`config.mk`:
```
export PLATFORM = sky130hd
export DESIGN_NAME = csr_access_unit_flat
export DESIGN_NICKNAME = d
export VERILOG_FILES = /design/src/rtl/csr_access_unit_pkg.sv /design/src/rtl/csr_access_unit_if.sv /design/src/rtl/csr_access_unit_modify.sv /design/src/rtl/csr_access_unit.sv /design/src/flat_wrapper.sv
export SDC_FILE = /design/constraint.sdc
export NUM_CORES = 1
export LEC_CHECK = 0
export CAP_MARGIN = 30
export CORE_MARGIN = 10
export CORE_UTILIZATION = 45
export CTS_BUF_LIST = sky130_fd_sc_hd__clkbuf_4 sky130_fd_sc_hd__clkbuf_8 sky130_fd_sc_hd__clkbuf_16
export DETAILED_ROUTE_END_ITERATION = 6
export GPL_ROUTABILITY_DRIVEN = 1
export HOLD_SLACK_MARGIN = 0.06
export PLACE_DENSITY = 0.79
export SLEW_MARGIN = 15
export SYNTH_ARGS = -nofsm -noshare
export SYNTH_HDL_FRONTEND = slang
export SYNTH_HIERARCHICAL = 1
export SYNTH_SLANG_ARGS = --single-unit
```
`constraint.sdc`:
```
create_clock -name clk -period 3.91 [get_ports clk]
set_input_delay 0.782 -clock clk [delete_from_list [all_inputs] [get_ports clk]]
set_output_delay 0.782 -clock clk [all_outputs]
set_load 0.005 [all_outputs]
```
`src/rtl/csr_access_unit_pkg.sv`:
```
// Shared types for the CSR access unit: instruction ops, FSM states and CSR file commands.
package csr_access_unit_pkg;

    typedef enum logic [2:0] {
        CSR_OP_RW  = 3'd0,
        CSR_OP_RS  = 3'd1,
        CSR_OP_RC  = 3'd2,
        CSR_OP_RWI = 3'd4,
        CSR_OP_RSI = 3'd5,
        CSR_OP_RCI = 3'd6
    } csr_op_e;

    typedef enum logic [1:0] {
        IDLE  = 2'd0,
        READ  = 2'd1,
        WRITE = 2'd2,
        RESP  = 2'd3
    } csr_acc_state_e;

    typedef enum logic [2:0] {
        CSR_N = 3'd0,
        CSR_R = 3'd2,
        CSR_I = 3'd4,
        CSR_W = 3'd5,
        CSR_S = 3'd6,
        CSR_C = 3'd7
    } ctrl_reg_cmd_e;

    // Encodings 3 and 7 have both low bits set; bit 2 selects the immediate form.
    function automatic logic op_is_valid(input logic [2:0] op);
        return op[1:0] != 2'b11;
    endfunction

    function automatic logic op_is_imm(input logic [2:0] op);
        return op[2];
    endfunction

endpackage

```
`src/rtl/csr_access_unit_if.sv`:
```
// Request/response handshakes plus the CSR file command bus; master = access unit side.
interface csr_access_unit_if #(
    parameter int DATA_W = 32,
    parameter int ADDR_W = 12
);
    import csr_access_unit_pkg::*;

    logic              req_valid;
    logic              req_ready;
    logic [2:0]        req_op;
    logic [ADDR_W-1:0] req_addr;
    logic [DATA_W-1:0] req_src;
    logic [4:0]        req_uimm;

    logic              resp_valid;
    logic              resp_ready;
    logic [DATA_W-1:0] resp_rdata;
    logic              resp_illegal;

    ctrl_reg_cmd_e     csr_cmd;
    logic [ADDR_W-1:0] csr;
    logic [DATA_W-1:0] csr_wdata;
    logic [DATA_W-1:0] csr_rdata;
    logic              csr_stall;
    logic              csr_read_illegal;
    logic              csr_write_illegal;

    modport master (
        input  req_valid, req_op, req_addr, req_src, req_uimm, resp_ready,
               csr_rdata, csr_stall, csr_read_illegal, csr_write_illegal,
        output req_ready, resp_valid, resp_rdata, resp_illegal,
               csr_cmd, csr, csr_wdata
    );

    modport slave (
        output req_valid, req_op, req_addr, req_src, req_uimm, resp_ready,
               csr_rdata, csr_stall, csr_read_illegal, csr_write_illegal,
        input  req_ready, resp_valid, resp_rdata, resp_illegal,
               csr_cmd, csr, csr_wdata
    );

endinterface

```
`src/rtl/csr_access_unit_modify.sv`:
```
// Read-modify-write datapath: new CSR value and whether a write is needed at all.
module csr_modify
    import csr_access_unit_pkg::*;
#(
    parameter int DATA_W = 32
) (
    input  logic [2:0]        op_i,
    input  logic [DATA_W-1:0] old_i,
    input  logic [DATA_W-1:0] opnd_i,
    output logic [DATA_W-1:0] new_o,
    output logic              wneed_o
);

    // Register and immediate forms share the low two bits, so decode on those only.
    always_comb begin
        new_o   = old_i;
        wneed_o = 1'b0;
        unique case (op_i[1:0])
            2'b00: begin
                new_o   = opnd_i;
                wneed_o = 1'b1;
            end
            2'b01: begin
                new_o   = old_i | opnd_i;
                wneed_o = |opnd_i;
            end
            2'b10: begin
                new_o   = old_i & ~opnd_i;
                wneed_o = |opnd_i;
            end
            default: begin
                new_o   = old_i;
                wneed_o = 1'b0;
            end
        endcase
    end

endmodule

```
`src/rtl/csr_access_unit.sv`:
```
// CSR instruction initiator: read, modify, write, respond; one instruction in flight.
// Optional write counter enabled by defining CSR_ACCESS_PERF_EN.
module csr_access_unit
    import csr_access_unit_pkg::*;
#(
    parameter int DATA_W = 32,
    parameter int ADDR_W = 12
) (
    input  logic                 clk,
    input  logic                 rst_n,
    csr_access_unit_if.master    bus,
    output logic [31:0]          perf_writes
);

    csr_acc_state_e    state_q, state_d;
    logic [2:0]        op_q, op_d;
    logic [ADDR_W-1:0] addr_q, addr_d;
    logic [DATA_W-1:0] opnd_q, opnd_d;
    logic [DATA_W-1:0] old_q, old_d;
    logic [DATA_W-1:0] new_q, new_d;
    logic              illegal_q, illegal_d;

    logic [DATA_W-1:0] modify_new;
    logic              modify_wneed;

    csr_modify #(.DATA_W(DATA_W)) u_modify (
        .op_i    (op_q),
        .old_i   (bus.csr_rdata),
        .opnd_i  (opnd_q),
        .new_o   (modify_new),
        .wneed_o (modify_wneed)
    );

    always_ff @(posedge clk or negedge rst_n) begin
        if (!rst_n) begin
            state_q   <= IDLE;
            op_q      <= '0;
            addr_q    <= '0;
            opnd_q    <= '0;
            old_q     <= '0;
            new_q     <= '0;
            illegal_q <= 1'b0;
        end else begin
            state_q   <= state_d;
            op_q      <= op_d;
            addr_q    <= addr_d;
            opnd_q    <= opnd_d;
            old_q     <= old_d;
            new_q     <= new_d;
            illegal_q <= illegal_d;
        end
    end

    always_comb begin
        state_d          = state_q;
        op_d             = op_q;
        addr_d           = addr_q;
        opnd_d           = opnd_q;
        old_d            = old_q;
        new_d            = new_q;
        illegal_d        = illegal_q;
        bus.req_ready    = 1'b0;
        bus.resp_valid   = 1'b0;
        bus.resp_rdata   = '0;
        bus.resp_illegal = 1'b0;
        bus.csr_cmd      = CSR_N;
        bus.csr          = '0;
        bus.csr_wdata    = '0;

        unique case (state_q)
            IDLE: begin
                bus.req_ready = 1'b1;
                if (bus.req_valid) begin
                    op_d      = bus.req_op;
                    addr_d    = bus.req_addr;
                    opnd_d    = op_is_imm(bus.req_op) ? {{(DATA_W-5){1'b0}}, bus.req_uimm}
                                                      : bus.req_src;
                    illegal_d = 1'b0;
                    state_d   = READ;
                end
            end
            READ: begin
                bus.csr = addr_q;
                if (!bus.csr_stall) begin
                    old_d = bus.csr_rdata;
                    new_d = modify_new;
                    if (!op_is_valid(op_q) || bus.csr_read_illegal) begin
                        illegal_d = 1'b1;
                        state_d   = RESP;
                    end else if (modify_wneed && bus.csr_write_illegal) begin
                        illegal_d = 1'b1;
                        state_d   = RESP;
                    end else if (modify_wneed) begin
                        illegal_d = 1'b0;
                        state_d   = WRITE;
                    end else begin
                        illegal_d = 1'b0;
                        state_d   = RESP;
                    end
                end
            end
            WRITE: begin
                bus.csr       = addr_q;
                bus.csr_cmd   = CSR_W;
                bus.csr_wdata = new_q;
                if (!bus.csr_stall) begin
                    state_d = RESP;
                end
            end
            RESP: begin
                bus.resp_valid   = 1'b1;
                bus.resp_illegal = illegal_q;
                bus.resp_rdata   = illegal_q ? '0 : old_q;
                if (bus.resp_ready) begin
                    state_d = IDLE;
                end
            end
            default: state_d = IDLE;
        endcase
    end

`ifdef CSR_ACCESS_PERF_EN
    logic [31:0] perf_q;
    logic        write_commit;

    assign write_commit = (state_q == WRITE) && !bus.csr_stall;

    always_ff @(posedge clk or negedge rst_n) begin
        if (!rst_n) begin
            perf_q <= '0;
        end else if (write_commit) begin
            perf_q <= perf_q + 32'd1;
        end
    end

    assign perf_writes = perf_q;
`else
    assign perf_writes = '0;
`endif

endmodule

```
`src/flat_wrapper.sv`:
```
// flat-port wrapper written by rule: the top's interface ports become plain ports
module csr_access_unit_flat import csr_access_unit_pkg::*;
#(
    parameter int DATA_W = 32,
    parameter int ADDR_W = 12
)
  (clk, rst_n, perf_writes, bus_req_valid, bus_req_op, bus_req_addr, bus_req_src, bus_req_uimm, bus_resp_ready, bus_csr_rdata, bus_csr_stall, bus_csr_read_illegal, bus_csr_write_illegal, bus_req_ready, bus_resp_valid, bus_resp_rdata, bus_resp_illegal, bus_csr_cmd, bus_csr, bus_csr_wdata);
  csr_access_unit_if #(.DATA_W(DATA_W), .ADDR_W(ADDR_W)) bus_i ();
  input  logic clk;
  input  logic rst_n;
  output logic [31:0] perf_writes;
  input wire logic [$bits(bus_i.req_valid)-1:0] bus_req_valid;
  input wire logic [$bits(bus_i.req_op)-1:0] bus_req_op;
  input wire logic [$bits(bus_i.req_addr)-1:0] bus_req_addr;
  input wire logic [$bits(bus_i.req_src)-1:0] bus_req_src;
  input wire logic [$bits(bus_i.req_uimm)-1:0] bus_req_uimm;
  input wire logic [$bits(bus_i.resp_ready)-1:0] bus_resp_ready;
  input wire logic [$bits(bus_i.csr_rdata)-1:0] bus_csr_rdata;
  input wire logic [$bits(bus_i.csr_stall)-1:0] bus_csr_stall;
  input wire logic [$bits(bus_i.csr_read_illegal)-1:0] bus_csr_read_illegal;
  input wire logic [$bits(bus_i.csr_write_illegal)-1:0] bus_csr_write_illegal;
  output wire logic [$bits(bus_i.req_ready)-1:0] bus_req_ready;
  output wire logic [$bits(bus_i.resp_valid)-1:0] bus_resp_valid;
  output wire logic [$bits(bus_i.resp_rdata)-1:0] bus_resp_rdata;
  output wire logic [$bits(bus_i.resp_illegal)-1:0] bus_resp_illegal;
  output wire logic [$bits(bus_i.csr_cmd)-1:0] bus_csr_cmd;
  output wire logic [$bits(bus_i.csr)-1:0] bus_csr;
  output wire logic [$bits(bus_i.csr_wdata)-1:0] bus_csr_wdata;
  assign bus_i.req_valid = bus_req_valid;
  assign bus_i.req_op = bus_req_op;
  assign bus_i.req_addr = bus_req_addr;
  assign bus_i.req_src = bus_req_src;
  assign bus_i.req_uimm = bus_req_uimm;
  assign bus_i.resp_ready = bus_resp_ready;
  assign bus_i.csr_rdata = bus_csr_rdata;
  assign bus_i.csr_stall = bus_csr_stall;
  assign bus_i.csr_read_illegal = bus_csr_read_illegal;
  assign bus_i.csr_write_illegal = bus_csr_write_illegal;
  assign bus_req_ready = bus_i.req_ready;
  assign bus_resp_valid = bus_i.resp_valid;
  assign bus_resp_rdata = bus_i.resp_rdata;
  assign bus_resp_illegal = bus_i.resp_illegal;
  assign bus_csr_cmd = bus_i.csr_cmd;
  assign bus_csr = bus_i.csr;
  assign bus_csr_wdata = bus_i.csr_wdata;
  csr_access_unit #(.DATA_W(DATA_W), .ADDR_W(ADDR_W)) u_core (.clk(clk), .rst_n(rst_n), .bus(bus_i), .perf_writes(perf_writes));
endmodule
```
==> results of run 1 <==
[flip-flops by register name, summed over array words and instances, names as in the netlist]
signal,flops
u_core/op_q,2
u_core/state_q,2
u_core/addr_q,12
u_core/opnd_q,32
u_core/new_q,32
u_core/old_q,32
u_core/illegal_q,1
[report_power, final]
| group | switching (mW) | total [mW] | internal, mW |
|---|---|---|---|
| logic | 1.22 | 2.84 | 1.62 |
| clock network | 0.497 | 1.51 | 1.02 |
| registers | 0.365 | 2.08 | 1.71 |
| total | 2.08 | 6.43 | 4.35 |
[final timing paths]
kind	startpoint	depth (start not counted)	slack, ns	endpoint
setup / recovery	u_core/state_q[1]$_DFFE_PN0P_	5	0.60	bus_resp_rdata[3]
hold / removal	rst_n	1	0.44	u_core/new_q[8]$_DFFE_PN0P_
setup reg to reg	u_core/op_q[0]$_DFFE_PN0P_	5	1.39	u_core/new_q[23]$_DFFE_PN0P_
hold reg to reg	u_core/old_q[26]$_DFFE_PN0P_	1	0.49	u_core/old_q[26]$_DFFE_PN0P_
max in group asynchronous	rst_n	2	2.70	u_core/old_q[15]$_DFFE_PN0P_
min in group clk	u_core/old_q[26]$_DFFE_PN0P_	1	0.49	u_core/old_q[26]$_DFFE_PN0P_
[cell usage in the layout (no fill, tap or decap), drive strengths merged, types with 7 or more instances in the layout]
cell type,instances
a32o,31
and2,78
buf,10
clkbuf,28
clkdlybuf4s50,170
conb,33
dfrtp,113
ha,9
inv,7
mux2,79
nand2,33
nand2b,58
o21ai,33
[cell type report]
cell class / count / area, µm² / area share (%)
clock buffer: 28 / 552 / 6.61
clock inverter: 4 / 45.0 / 0.540
inverter: 7 / 26.3 / 0.315
multi-input combinational: 393 / 2860 / 34.2
sequential: 113 / 2830 / 33.9
tap: 176 / 220 / 2.64
timing repair buffer: 180 / 1820 / 21.8
[routing by layer]
| layer | GRT usage [%] | up-vias | wire (µm) |
|---|---|---|---|
| li1 | - | 2156 | - |
| met1 | 20.2 | 2161 | 6580 |
| met2 | 30.4 | 155 | 8460 |
| met3 | 7.20 | 14 | 1390 |
| met4 | 6.10 | 0 | 157 |
| met5 | 0 | - | 0 |
[stage by stage]
stage | utilization (%) | instance area, µm² | std cells | total power, mW
floorplan | - | 6140 | 582 | 3.77
finish | 63.3 | 8350 | 901 | 6.43
CTS | 63.3 | 8350 | 901 | 6.52
global placement | 58.7 | 7740 | 868 | 4.82
global route | 63.3 | 8350 | 901 | 6.87
detailed placement | 58.8 | 7750 | 869 | 4.96
[critical path: cells and delay by family, from the launching register on]
| family | cells | cell delay [ns] |
|---|---|---|
| and+or+nand+nor | 2 | 0.72 |
| adders and majority gates | 1 | 0.23 |
| DFF | 1 | 0.40 |
| buffers and inverters | 2 | 0.76 |
==> flow_metrics.env, run 1 <==
export IMPL_ctsHoldBuffers=0
export IMPL_max_clock_freq_ghz=0.302
export IMPL_holdWs_ns=0.436
export IMPL_setup_viol_count_final=0
export IMPL_finalHoldViolCount=0
export IMPL_wl_per_cell_um=18.4
export IMPL_cts_resized=0
export IMPL_finalClockSkew_ns=0.0111
export IMPL_dieArea_mm2=0.0184
export IMPL_worstSetupStartpointType="register"
export IMPL_num_vias=4486
export IMPL_timing_final_ws_setup_ns=0.596
export IMPL_holdCritPathClass="input pin to async pin"
export IMPL_powerDensity_mw_per_mm2=770
export IMPL_syn_area_per_cell_um2=10.9
export IMPL_root_buffer="clkbuf_16"
export IMPL_ir_worst_vdd_uv=453
export IMPL_route_detailed_drc=0
export IMPL_postSynthCellCount=550
export IMPL_slowest_delay_ns=0.58
export IMPL_dp_hpwl_um=12300
export IMPL_ant_nets=0
export IMPL_synth_area_mm2=0.00602
export IMPL_criticalPathCategory="register to output port"
export IMPL_outcome="completed"
export IMPL_grt_total_usage_pct=18.0
export IMPL_cts_clk_slew_worst_paths_ns=0.05
export IMPL_nFillCells=1040
export IMPL_drt_iter0_drc=259
export IMPL_place_gp_congestion=0.807
export IMPL_dr_pass1_iters=5
export IMPL_h_tree_depth=4
export IMPL_rsz0062_at_grt="false"
export IMPL_critPathArrivalTime_ns=2.53
export IMPL_period_share_pct=84.7
export IMPL_grt_pass1_wl_um=25800
export IMPL_worstPathRequired_ns=3.13
export IMPL_yosysWarnings=6
export IMPL_die_h_um=136
export IMPL_period_minus_slack_ns=3.31
export IMPL_cpMaxStageDelayCell="nor2b_2"
export IMPL_cts_inserted_buffers=17
export IMPL_area_growth_syn_to_layout_pct=38.7
export IMPL_postCtsSetupRepairBufs=0
export IMPL_core_area_mm2=0.0132
export IMPL_initial_core_util_pct=45.6
export IMPL_drive_gt1_share_pct=17.2
export IMPL_setup_tns_ns=0
export IMPL_grt_max_degree=58
export IMPL_critPathMaxFanout=19
export IMPL_n_antenna_cell=0
export IMPL_routed_via_density=4.98
export IMPL_antenna_found_initial=0
export IMPL_power_leakage_nw=3.55
export IMPL_cts_sinks=113
export IMPL_grt_pass1_vias=4886
export IMPL_overflow=0
export IMPL_dp_worst_setup_slack_ns=1.01
export IMPL_ios=205
export IMPL_clockBufferDepth=2
export IMPL_cap_viol_max_count=0
export IMPL_worst_pin_slew_ns=0.742
export IMPL_crit_path_cell_trace="ha_1, nor2b_2, buf_12, and2_1, clkdlybuf4s50_1"
export IMPL_clock_latency_ns=0.41
export IMPL_routed_wl_um=16600
export IMPL_die_x_um=136
export IMPL_slew_headroom_pct=50.6
export IMPL_rows=42
export IMPL_worstSetupEndpointType="output port"
export IMPL_io_buffers=171
export IMPL_nets=812
export IMPL_slew_violations=0
export IMPL_cts_tree="built"
Note: power is estimated with default switching activity, not from simulation.
==> inputs of run 2 (changes only) <==
- clock period: 3.91 -> 3.32 ns (I/O delays scaled with it)
==> run 2 against run 1 <==
  * Global-route usage grew 0.13 points
  * Setup slack lost 0.35 ns
  * Power grew 19%
  * Non-clock buffer count grew 1
  * Critical endpoint is now bus_csr_wdata[22]
==> flow_metrics.env, run 2 (synthesized netlist as in run 1, its figures left out) <==
export IMPL_outcome="completed"
export IMPL_rows=42
export IMPL_slowest_delay_ns=0.53
export IMPL_criticalPathCategory="register to output port"
export IMPL_holdWs_ns=0.284
export IMPL_drt_iter0_drc=190
export IMPL_cts_tree="built"
export IMPL_place_gp_congestion=0.786
export IMPL_dr_pass1_iters=4
export IMPL_ios=205
export IMPL_cts_clk_slew_worst_paths_ns=0.05
export IMPL_holdCritPathClass="input pin to async pin"
export IMPL_setup_tns_ns=0
export IMPL_dp_hpwl_um=12300
export IMPL_period_minus_slack_ns=3.08
export IMPL_critPathMaxFanout=25
export IMPL_power_leakage_nw=3.55
export IMPL_ant_nets=0
export IMPL_io_buffers=171
export IMPL_cts_inserted_buffers=17
export IMPL_max_clock_freq_ghz=0.325
export IMPL_dieArea_mm2=0.0184
export IMPL_die_h_um=136
export IMPL_rsz0062_at_grt="false"
export IMPL_drive_gt1_share_pct=17.4
export IMPL_finalHoldViolCount=0
export IMPL_worstSetupEndpointType="output port"
export IMPL_num_vias=4523
export IMPL_grt_pass1_vias=4994
export IMPL_final_common_cell="clkdlybuf4s50_1"
export IMPL_largestRegisters="u_core/new_q x32, u_core/old_q x32, u_core/opnd_q x32"
export IMPL_wl_per_cell_um=18.4
export IMPL_worstPathRequired_ns=2.66
export IMPL_cts_resized=1
export IMPL_core_area_mm2=0.0132
export IMPL_routed_wl_um=16600
export IMPL_cap_viol_max_count=0
export IMPL_period_share_pct=92.6
export IMPL_initial_core_util_pct=45.6
export IMPL_grt_total_usage_pct=18.1
export IMPL_h_tree_depth=4
export IMPL_powerDensity_mw_per_mm2=913
export IMPL_area_growth_syn_to_layout_pct=38.7
export IMPL_clock_latency_ns=0.41
export IMPL_worstSetupStartpointType="register"
export IMPL_cts_sinks=113
export IMPL_clockBufferDepth=2
export IMPL_antenna_found_initial=0
export IMPL_layout_common_cells="clkdlybuf4s50_1, dfrtp_1, mux2_2, and2_1, nand2b_1"
export IMPL_overflow=0
export IMPL_routed_via_density=5.02
export IMPL_cpMaxStageDelayCell="ha_2"
export IMPL_slew_headroom_pct=55.7
export IMPL_crit_path_cell_trace="inv_1, ha_2, buf_4, and2_1, clkdlybuf4s50_1"
export IMPL_postCtsSetupRepairBufs=0
export IMPL_finalClockSkew_ns=0.00550
export IMPL_setup_viol_count_final=0
export IMPL_slew_violations=0
export IMPL_ir_worst_vdd_uv=658
export IMPL_ctsHoldBuffers=0
export IMPL_die_x_um=136
export IMPL_root_buffer="clkbuf_16"
export IMPL_grt_pass1_wl_um=26500
export IMPL_route_detailed_drc=0
export IMPL_critPathArrivalTime_ns=2.41
export IMPL_nets=813
export IMPL_n_antenna_cell=0
export IMPL_worst_pin_slew_ns=0.664
export IMPL_grt_max_degree=66
run 2: cell count changes in the layout (fill, tap and decap cells not counted):
| cell | previous run | this run |
|---|---|---|
| ha_2 | 0 | 1 |
| clkbuf_8 | 7 | 5 |
| buf_4 | 6 | 9 |
| buf_8 | 1 | 0 |
| buf_12 | 3 | 1 |
| ha_1 | 9 | 8 |
| buf_16 | 0 | 1 |
| bufinv_16 | 1 | 2 |
run 2: through the flow:
step                      total power [mW]  util, %  cell area [µm²]  setup slack [ns]  std cells
after detailed placement              5.84     58.7             7750             0.365        870
after global placement                5.63     58.5             7720             0.446        869
after floorplan                       4.44        -             6140              1.45        582
after global routing                  8.16     63.3             8350            0.0952        901
final                                 7.63     63.3             8350             0.244        901
after CTS                             7.71     63.3             8350             0.228        901
run 2: path summary, 6_finish.rpt:
path	cells past startpoint	startpoint	slack (ns)	endpoint
setup / recovery	5	u_core/state_q[0]$_DFFE_PN0P_	0.24	bus_csr_wdata[22]
hold / removal	1	rst_n	0.28	u_core/old_q[12]$_DFFE_PN0P_
setup reg to reg	6	u_core/op_q[1]$_DFFE_PN0P_	1.02	u_core/new_q[27]$_DFFE_PN0P_
hold reg to reg	1	u_core/old_q[13]$_DFFE_PN0P_	0.49	u_core/old_q[13]$_DFFE_PN0P_
max in group asynchronous	2	rst_n	2.23	u_core/old_q[10]$_DFFE_PN0P_
min in group clk	1	u_core/old_q[13]$_DFFE_PN0P_	0.49	u_core/old_q[13]$_DFFE_PN0P_
run 2: power by group:
| part | internal (mW) | switching, mW | total (mW) |
|---|---|---|---|
| Sequential | 2.02 | 0.435 | 2.45 |
| Combinational | 1.92 | 1.44 | 3.36 |
| Clock | 1.23 | 0.588 | 1.82 |
| Total | 5.16 | 2.46 | 7.63 |
run 2: layout make-up:
type / instances / area (µm²)
Multi-Input combinational cell: 393 / 2860
Clock inverter: 5 / 75.1
Clock buffer: 26 / 524
Fill cell: 1042 / 4840
Sequential cell: 113 / 2830
Timing Repair Buffer: 181 / 1820
Inverter: 7 / 26.3
Tap cell: 176 / 220
run 2: critical path: cells and delay by family (launching register included):
family	cells	cell delay, ns
buffers and inverters	3	0.93
adder cells (fa/ha/maj)	1	0.53
flip-flops	1	0.39
AND/OR/NAND/NOR	1	0.15
run 2: layer usage:
| layer | track usage, % | up-vias | share of wire [%] |
|---|---|---|---|
| li1 | - | 2154 | - |
| met1 | 19.8 | 2206 | 39 |
| met2 | 31.0 | 145 | 50 |
| met3 | 7.42 | 18 | 9.2 |
| met4 | 6.46 | 0 | 1.2 |
| met5 | 0 | - | 0 |
